===== config.mk =====
export PLATFORM = sky130hd
export DESIGN_NAME = kbd_ctrl_flat
export DESIGN_NICKNAME = d
export VERILOG_FILES = /design/src/rtl/kbd_ctrl_if.sv /design/src/rtl/kbd_ctrl.sv /design/src/flat_wrapper.sv
export SDC_FILE = /design/constraint.sdc
export NUM_CORES = 1
export LEC_CHECK = 0
export ABC_AREA = 1
export CORE_AREA = 3 3 50 97
export DETAILED_ROUTE_END_ITERATION = 7
export DIE_AREA = 0 0 53 100
export DONT_BUFFER_PORTS = 1
export PLACE_DENSITY = 0.5
export SYNTH_ARGS = -nofsm -noshare
export SYNTH_HDL_FRONTEND = slang
export SYNTH_SLANG_ARGS = --single-unit
export TNS_END_PERCENT = 50

===== constraint.sdc =====
create_clock -name clk -period 3.15 [get_ports clk]
set_input_delay 0.1575 -clock clk [delete_from_list [all_inputs] [get_ports clk]]
set_output_delay 0.1575 -clock clk [all_outputs]
set_load 0.01 [all_outputs]

===== src/rtl/kbd_ctrl_if.sv =====
// Handshake and status bundle between the PS/2 keyboard FIFO, kbd_ctrl and the display logic.
// master: keyboard/display side; slave: kbd_ctrl.
interface kbd_ctrl_if;
    logic       ps2_ready;
    logic [7:0] ps2_data;
    logic       ps2_overflow;
    logic       ps2_nextdata_n;
    logic [7:0] key_code;
    logic       key_ext;
    logic       key_valid;
    logic [3:0] cnt_lo;
    logic [3:0] cnt_hi;
    logic       err;

    modport master (
        output ps2_ready, ps2_data, ps2_overflow,
        input  ps2_nextdata_n, key_code, key_ext, key_valid, cnt_lo, cnt_hi, err
    );

    modport slave (
        input  ps2_ready, ps2_data, ps2_overflow,
        output ps2_nextdata_n, key_code, key_ext, key_valid, cnt_lo, cnt_hi, err
    );
endinterface


===== src/rtl/kbd_ctrl.sv =====
// Keyboard controller: drains PS/2 scan codes, decodes make/break/E0 sequences, tracks the
// held key and a BCD press count. Optional prefix timeout enabled by macro KBD_CTRL_TIMEOUT_EN.
module kbd_ctrl #(
    parameter int TIMEOUT = 1000000
) (
    input  logic       clk,
    input  logic       rst,
    kbd_ctrl_if.slave  bus
);

    typedef enum logic [1:0] {
        ST_IDLE   = 2'd0,
        ST_POP    = 2'd1,
        ST_DECODE = 2'd2
    } state_t;

    state_t     r_state;
    state_t     w_state_nxt;
    logic [7:0] r_byte;
    logic [7:0] w_byte_nxt;
    logic       r_brk;
    logic       w_brk_nxt;
    logic       r_ext;
    logic       w_ext_nxt;
    logic       r_nextdata_n;
    logic       w_nextdata_n_nxt;
    logic [7:0] r_key_code;
    logic [7:0] w_key_code_nxt;
    logic       r_key_ext;
    logic       w_key_ext_nxt;
    logic       r_key_valid;
    logic       w_key_valid_nxt;
    logic [7:0] r_cnt;
    logic [7:0] w_cnt_nxt;
    logic       r_err;
    logic       w_err_nxt;

`ifdef KBD_CTRL_TIMEOUT_EN
    localparam int TO_W = (TIMEOUT > 2) ? $clog2(TIMEOUT) : 1;
    localparam logic [TO_W-1:0] TO_MAX = TO_W'(TIMEOUT - 1);
    logic [TO_W-1:0] r_to_cnt;
    logic [TO_W-1:0] w_to_cnt_nxt;
`else
    logic w_unused_timeout;
    assign w_unused_timeout = (TIMEOUT > 0);
`endif

    // Two-digit BCD increment, 99 wraps to 00.
    function automatic logic [7:0] bcd_inc(input logic [7:0] v);
        logic [3:0] lo;
        logic [3:0] hi;
        lo = v[3:0];
        hi = v[7:4];
        if (lo == 4'd9) begin
            lo = 4'd0;
            if (hi == 4'd9) begin
                hi = 4'd0;
            end else begin
                hi = hi + 4'd1;
            end
        end else begin
            lo = lo + 4'd1;
        end
        return {hi, lo};
    endfunction

    // State register.
    always_ff @(posedge clk or posedge rst) begin
        if (rst) begin
            r_state <= ST_IDLE;
        end else begin
            r_state <= w_state_nxt;
        end
    end

    // Next-state, handshake and decode logic.
    always_comb begin
        w_state_nxt      = r_state;
        w_byte_nxt       = r_byte;
        w_brk_nxt        = r_brk;
        w_ext_nxt        = r_ext;
        w_nextdata_n_nxt = 1'b1;
        w_key_code_nxt   = r_key_code;
        w_key_ext_nxt    = r_key_ext;
        w_key_valid_nxt  = r_key_valid;
        w_cnt_nxt        = r_cnt;
        w_err_nxt        = r_err;
        case (r_state)
            ST_IDLE: begin
                if (bus.ps2_overflow) begin
                    w_err_nxt = 1'b1;
                    w_brk_nxt = 1'b0;
                    w_ext_nxt = 1'b0;
                end else begin
                    w_err_nxt = r_err;
                end
                // Pop pulse is registered, so it is launched here and lands on the POP cycle.
                if (bus.ps2_ready) begin
                    w_byte_nxt       = bus.ps2_data;
                    w_nextdata_n_nxt = 1'b0;
                    w_state_nxt      = ST_POP;
                end else begin
                    w_state_nxt = ST_IDLE;
                end
            end
            ST_POP: begin
                w_state_nxt = ST_DECODE;
            end
            ST_DECODE: begin
                w_state_nxt = ST_IDLE;
                if (r_byte == 8'hF0) begin
                    w_brk_nxt = 1'b1;
                end else if (r_byte == 8'hE0) begin
                    w_ext_nxt = 1'b1;
                end else if (r_brk) begin
                    if (r_key_valid && (r_byte == r_key_code) && (r_ext == r_key_ext)) begin
                        w_key_valid_nxt = 1'b0;
                    end else begin
                        w_key_valid_nxt = r_key_valid;
                    end
                    w_brk_nxt = 1'b0;
                    w_ext_nxt = 1'b0;
                end else begin
                    // A make equal to the held key is typematic repeat and is ignored.
                    if (!r_key_valid || ({r_ext, r_byte} != {r_key_ext, r_key_code})) begin
                        w_key_code_nxt  = r_byte;
                        w_key_ext_nxt   = r_ext;
                        w_key_valid_nxt = 1'b1;
                        w_cnt_nxt       = bcd_inc(r_cnt);
                    end else begin
                        w_key_valid_nxt = r_key_valid;
                    end
                    w_ext_nxt = 1'b0;
                end
            end
            default: begin
                w_state_nxt = ST_IDLE;
            end
        endcase

`ifdef KBD_CTRL_TIMEOUT_EN
        w_to_cnt_nxt = r_to_cnt;
        if ((r_state == ST_IDLE) && bus.ps2_ready) begin
            w_to_cnt_nxt = '0;
        end else if ((r_state == ST_IDLE) && (r_brk || r_ext)) begin
            if (r_to_cnt == TO_MAX) begin
                w_to_cnt_nxt = '0;
                w_brk_nxt    = 1'b0;
                w_ext_nxt    = 1'b0;
            end else begin
                w_to_cnt_nxt = r_to_cnt + {{(TO_W-1){1'b0}}, 1'b1};
            end
        end else begin
            w_to_cnt_nxt = r_to_cnt;
        end
`endif
    end

    // Datapath, flag and output registers.
    always_ff @(posedge clk or posedge rst) begin
        if (rst) begin
            r_byte       <= 8'h00;
            r_brk        <= 1'b0;
            r_ext        <= 1'b0;
            r_nextdata_n <= 1'b1;
            r_key_code   <= 8'h00;
            r_key_ext    <= 1'b0;
            r_key_valid  <= 1'b0;
            r_cnt        <= 8'h00;
            r_err        <= 1'b0;
        end else begin
            r_byte       <= w_byte_nxt;
            r_brk        <= w_brk_nxt;
            r_ext        <= w_ext_nxt;
            r_nextdata_n <= w_nextdata_n_nxt;
            r_key_code   <= w_key_code_nxt;
            r_key_ext    <= w_key_ext_nxt;
            r_key_valid  <= w_key_valid_nxt;
            r_cnt        <= w_cnt_nxt;
            r_err        <= w_err_nxt;
        end
    end

`ifdef KBD_CTRL_TIMEOUT_EN
    // Idle counter for dangling prefixes.
    always_ff @(posedge clk or posedge rst) begin
        if (rst) begin
            r_to_cnt <= '0;
        end else begin
            r_to_cnt <= w_to_cnt_nxt;
        end
    end
`endif

    assign bus.ps2_nextdata_n = r_nextdata_n;
    assign bus.key_code       = r_key_code;
    assign bus.key_ext        = r_key_ext;
    assign bus.key_valid      = r_key_valid;
    assign bus.cnt_lo         = r_cnt[3:0];
    assign bus.cnt_hi         = r_cnt[7:4];
    assign bus.err            = r_err;

endmodule


===== src/flat_wrapper.sv =====
// flat-port wrapper written by rule: the top's interface ports become plain ports
module kbd_ctrl_flat 
#(
    parameter int TIMEOUT = 1000000
)
  (clk, rst, bus_ps2_ready, bus_ps2_data, bus_ps2_overflow, bus_ps2_nextdata_n, bus_key_code, bus_key_ext, bus_key_valid, bus_cnt_lo, bus_cnt_hi, bus_err);
  kbd_ctrl_if bus_i ();
  input  logic clk;
  input  logic rst;
  input wire logic [$bits(bus_i.ps2_ready)-1:0] bus_ps2_ready;
  input wire logic [$bits(bus_i.ps2_data)-1:0] bus_ps2_data;
  input wire logic [$bits(bus_i.ps2_overflow)-1:0] bus_ps2_overflow;
  output wire logic [$bits(bus_i.ps2_nextdata_n)-1:0] bus_ps2_nextdata_n;
  output wire logic [$bits(bus_i.key_code)-1:0] bus_key_code;
  output wire logic [$bits(bus_i.key_ext)-1:0] bus_key_ext;
  output wire logic [$bits(bus_i.key_valid)-1:0] bus_key_valid;
  output wire logic [$bits(bus_i.cnt_lo)-1:0] bus_cnt_lo;
  output wire logic [$bits(bus_i.cnt_hi)-1:0] bus_cnt_hi;
  output wire logic [$bits(bus_i.err)-1:0] bus_err;
  assign bus_i.ps2_ready = bus_ps2_ready;
  assign bus_i.ps2_data = bus_ps2_data;
  assign bus_i.ps2_overflow = bus_ps2_overflow;
  assign bus_ps2_nextdata_n = bus_i.ps2_nextdata_n;
  assign bus_key_code = bus_i.key_code;
  assign bus_key_ext = bus_i.key_ext;
  assign bus_key_valid = bus_i.key_valid;
  assign bus_cnt_lo = bus_i.cnt_lo;
  assign bus_cnt_hi = bus_i.cnt_hi;
  assign bus_err = bus_i.err;
  kbd_ctrl #(.TIMEOUT(TIMEOUT)) u_core (.clk(clk), .rst(rst), .bus(bus_i));
endmodule

==> flow_summary.yaml <==
clock_tree:
  cts_max_path_buffers: 2
  cts_sinks: 32
  clkTransAtPathRegs_ps: 60
  cts-htree-levels: 2
  cts_tree: "done"
  cts_setup_buffers: 0
  clk_latency_ps: 280
  cts_buffers: 5
  root_buffer: "clkbuf_8"
critical_path:
  endpoint_kind: "register"
  worstPathCellList: "inv_2 > nand2_1 > nor2_2 > nand2_1 > nand2_2 > nor2_8 > nand2_4 > nand2_1 > o21ai_2"
  cp_slowest_stage_delay_ps: 400
  arrival_ps: 1750
  reg2reg_from: "u_core.r_byte[0]$_DFFE_PP0P_"
  critPathLaunchType: "register"
  worstPathRequired_ps: 3360
  worstPathMaxFanout: 24
  cp-startpoint: "u_core.r_byte[0]$_DFFE_PP0P_"
  path_buf_inv: 1
  cp_top_family: "simple AND/OR/NAND/NOR gates"
  crit_slowest_cell: "dfrtp_1"
  crit_path_frequent_cell: "nand2_1"
  crit_type: "register to register"
synthesis:
  synth_top_area_share_pct: 47.2
  syn_inst: 203
  synth.distinct_cells: 25
  syn_area_sq_um: 1640
  synth_area_leaders: "dfrtp_1 47%, nand2_1 15%, inv_1 4.6%"
  ys.warnings.count: 0
  syn_avg_cell_area_sq_um: 8.09
  synth_seq_cells: 32
  yosysSeqAreaShare_pct: 48.8
  synth.largest_area_cell: "dfrtp_1"
  syn-num-nets: 215
die:
  coreArea_sq_um: 4170
  ioPinCount: 32
  initial_core_util_pct: 39.4
  die_w_um: 53
  die_y_um: 100
  rows: 33
  dieArea_sq_um: 5300
grt:
  grtUsageTotal_pct: 14.9
  gr-total-overflow: 0
  first_global_vias: 1323
  grt_max_degree: 33
  grt_first_pass_wirelength_mm: 5.69
  antenna_found_initial: 0
sta:
  setup-violations-final: 0
  fin_crit_ps: 1530
  slew_viol_final: 0
  tightest_slew_ps: 420
  finalHoldViolCount: 0
  finClkSkew_ps: 2.11
  setup_tns_ps: 0
  relSlewSlack_pct: 72.0
  rsz0062_at_grt: "false"
  clock.fmax_ghz: 0.652
  layout_worst_path_cycle_share_pct: 48.7
run:
  drv_cap: 0
power_and_ir_drop:
  ir_drop_v: 0.000353
  power.total_mw: 1.42
  cell_internal_pwr_mw: 0.854
  p_clk_share_pct: 22.9
  p_seq_share_pct: 47.7
  swShare_pct: 39.8
  p_comb_share_pct: 29.4
  powerDensity_nw_per_um2: 759
  switchingPower_mw: 0.564
  leakage_nw: 0.886
placement:
  place_hpwl_mm: 2.45
  gp_congestion: 0.745
  portBuffers: 0
finish:
  nets: 229
  area_growth_pct: 13.7
  drive_above_1_share_pct: 18.3
  diodes: 0
routing:
  vias: 1296
  first_pass_iters: 4
  first_iter_violations: 28
  wl_per_cell_um: 12.5
  routed_wl_mm: 3.37
  routed_via_density: 4.80
  drc: 0
  ant_nets: 0
hold_path:
  worstHoldPathType: "input port to register"
  worst_hold_startpoint: "bus_ps2_data[6]"
outcome:
  status: "finished clean"
[power groups by stage]
stage / Combinational (mW) / Clock (mW) / Sequential, mW
after floorplan: 0.358 / 0 / 0.654
after global placement: 0.407 / 0 / 0.685
after detailed placement: 0.416 / 0 / 0.688
after CTS: 0.427 / 0.337 / 0.681
after global routing: 0.485 / 0.357 / 0.698
final: 0.417 / 0.324 / 0.677
[through the flow]
stage	area (sq um)	util [%]	setup WS (ps)	hold slack, ps	instances
2_1_floorplan	1640	-	1820	232	203
3_5_place_dp	1690	40.5	1620	173	253
3_3_place_gp	1690	40.5	1650	162	253
4_1_cts	1870	44.8	1600	0.712	270
6_report	1870	44.8	1620	11.2	270
5_1_grt	1870	44.8	1420	10.5	270
[cell families (layout without fill, tap and decap cells)]
| family | after synthesis | after routing | synth area share, % |
|---|---|---|---|
| AO/OA/AOI/OAI | 28 | 28 | 10.1 |
| XOR/XNOR | 4 | 4 | 2.13 |
| buffers and inverters | 32 | 47 | 8.30 |
| flip-flops | 32 | 32 | 48.8 |
| AND/OR/NAND/NOR | 107 | 107 | 30.7 |
[placed cells by master, fill, tap and decap left out, types with 3 or more instances in the layout]
| master | n |
|---|---|
| o21ai_0 | 11 |
| nand4_1 | 4 |
| nor2_1 | 13 |
| a21oi_1 | 3 |
| nand3_1 | 7 |
| inv_2 | 9 |
| inv_1 | 20 |
| dlygate4sd3_1 | 9 |
| nand2_2 | 7 |
| nand2_1 | 66 |
| clkbuf_8 | 6 |
| dfrtp_1 | 31 |
| o21ai_2 | 6 |
| o21ai_1 | 7 |
[final cells by class]
class	count	area [sq um]
Inverter	29	109
Multi-Input combinational cell	139	704
Clock buffer	8	90.1
Fill cell	429	2300
Timing Repair Buffer	10	97.6
Sequential cell	32	802
Tap cell	52	65.1
[path summary, 6_finish.rpt]
| path | endpoint | slack [ps] | cells after the start |
|---|---|---|---|
| max in group asynchronous | u_core.bus.ps2_nextdata_n$_DFF_PP1_ | 2420 | 3 |
| min | u_core.r_byte[6]$_DFFE_PP0P_ | 10 | 2 |
| max reg2reg | u_core.bus.key_code[3]$_DFFE_PP0P_ | 1620 | 9 |
| min in group asynchronous | u_core.bus.err$_DFFE_PP0P_ | 400 | 3 |
| max | u_core.bus.key_code[3]$_DFFE_PP0P_ | 1620 | 9 |
| min reg2reg | u_core.r_brk$_DFFE_PP0P_ | 480 | 2 |
[sequential cells by signal, indices dropped and copies added (netlist names)]
| register | count |
|---|---|
| u_core.bus.err | 1 |
| u_core.bus.key_code | 8 |
| u_core.bus.key_ext | 1 |
| u_core.bus.key_valid | 1 |
| u_core.bus.ps2_nextdata_n | 1 |
| u_core.r_brk | 1 |
| u_core.r_byte | 8 |
| u_core.r_cnt | 8 |
| u_core.r_ext | 1 |
| u_core.r_state | 2 |
[layer usage]
metal,part of all wire [%],wire length (um),GRT usage (%),vias up
met1,37,1250,13.6,604
met2,55,1850,26.9,28
met5,0,0,0,-
li1,-,-,-,657
met4,2.4,81,8.27,0
met3,5.5,187,5.20,7
[Yosys cell counts]
| cell type | count |
|---|---|
| o21ai_1 | 7 |
| dfstp_2 | 1 |
| nand4_1 | 4 |
| nor3_2 | 1 |
| xnor2_1 | 2 |
| nor2_8 | 1 |
| nand2_2 | 7 |
| nor2_2 | 2 |
| buf_2 | 1 |
| nand2_1 | 66 |
| nand2_4 | 2 |
| xor2_1 | 2 |
| o21ai_0 | 11 |
| nand3_2 | 1 |
| dfrtp_1 | 31 |
| a21o_1 | 1 |
| or2_2 | 1 |
| o21ai_2 | 6 |
| nor2_4 | 2 |
| nand3_1 | 7 |
| inv_2 | 9 |
| buf_6 | 2 |
| inv_1 | 20 |
| a21oi_1 | 3 |
| nor2_1 | 13 |
[repair_timing]
action,in CTS,in global routing
gates resized for setup,0,0
hold buffers,9,0
hold endpoints to repair,39,0
Power figures use the tool's default switching activity.
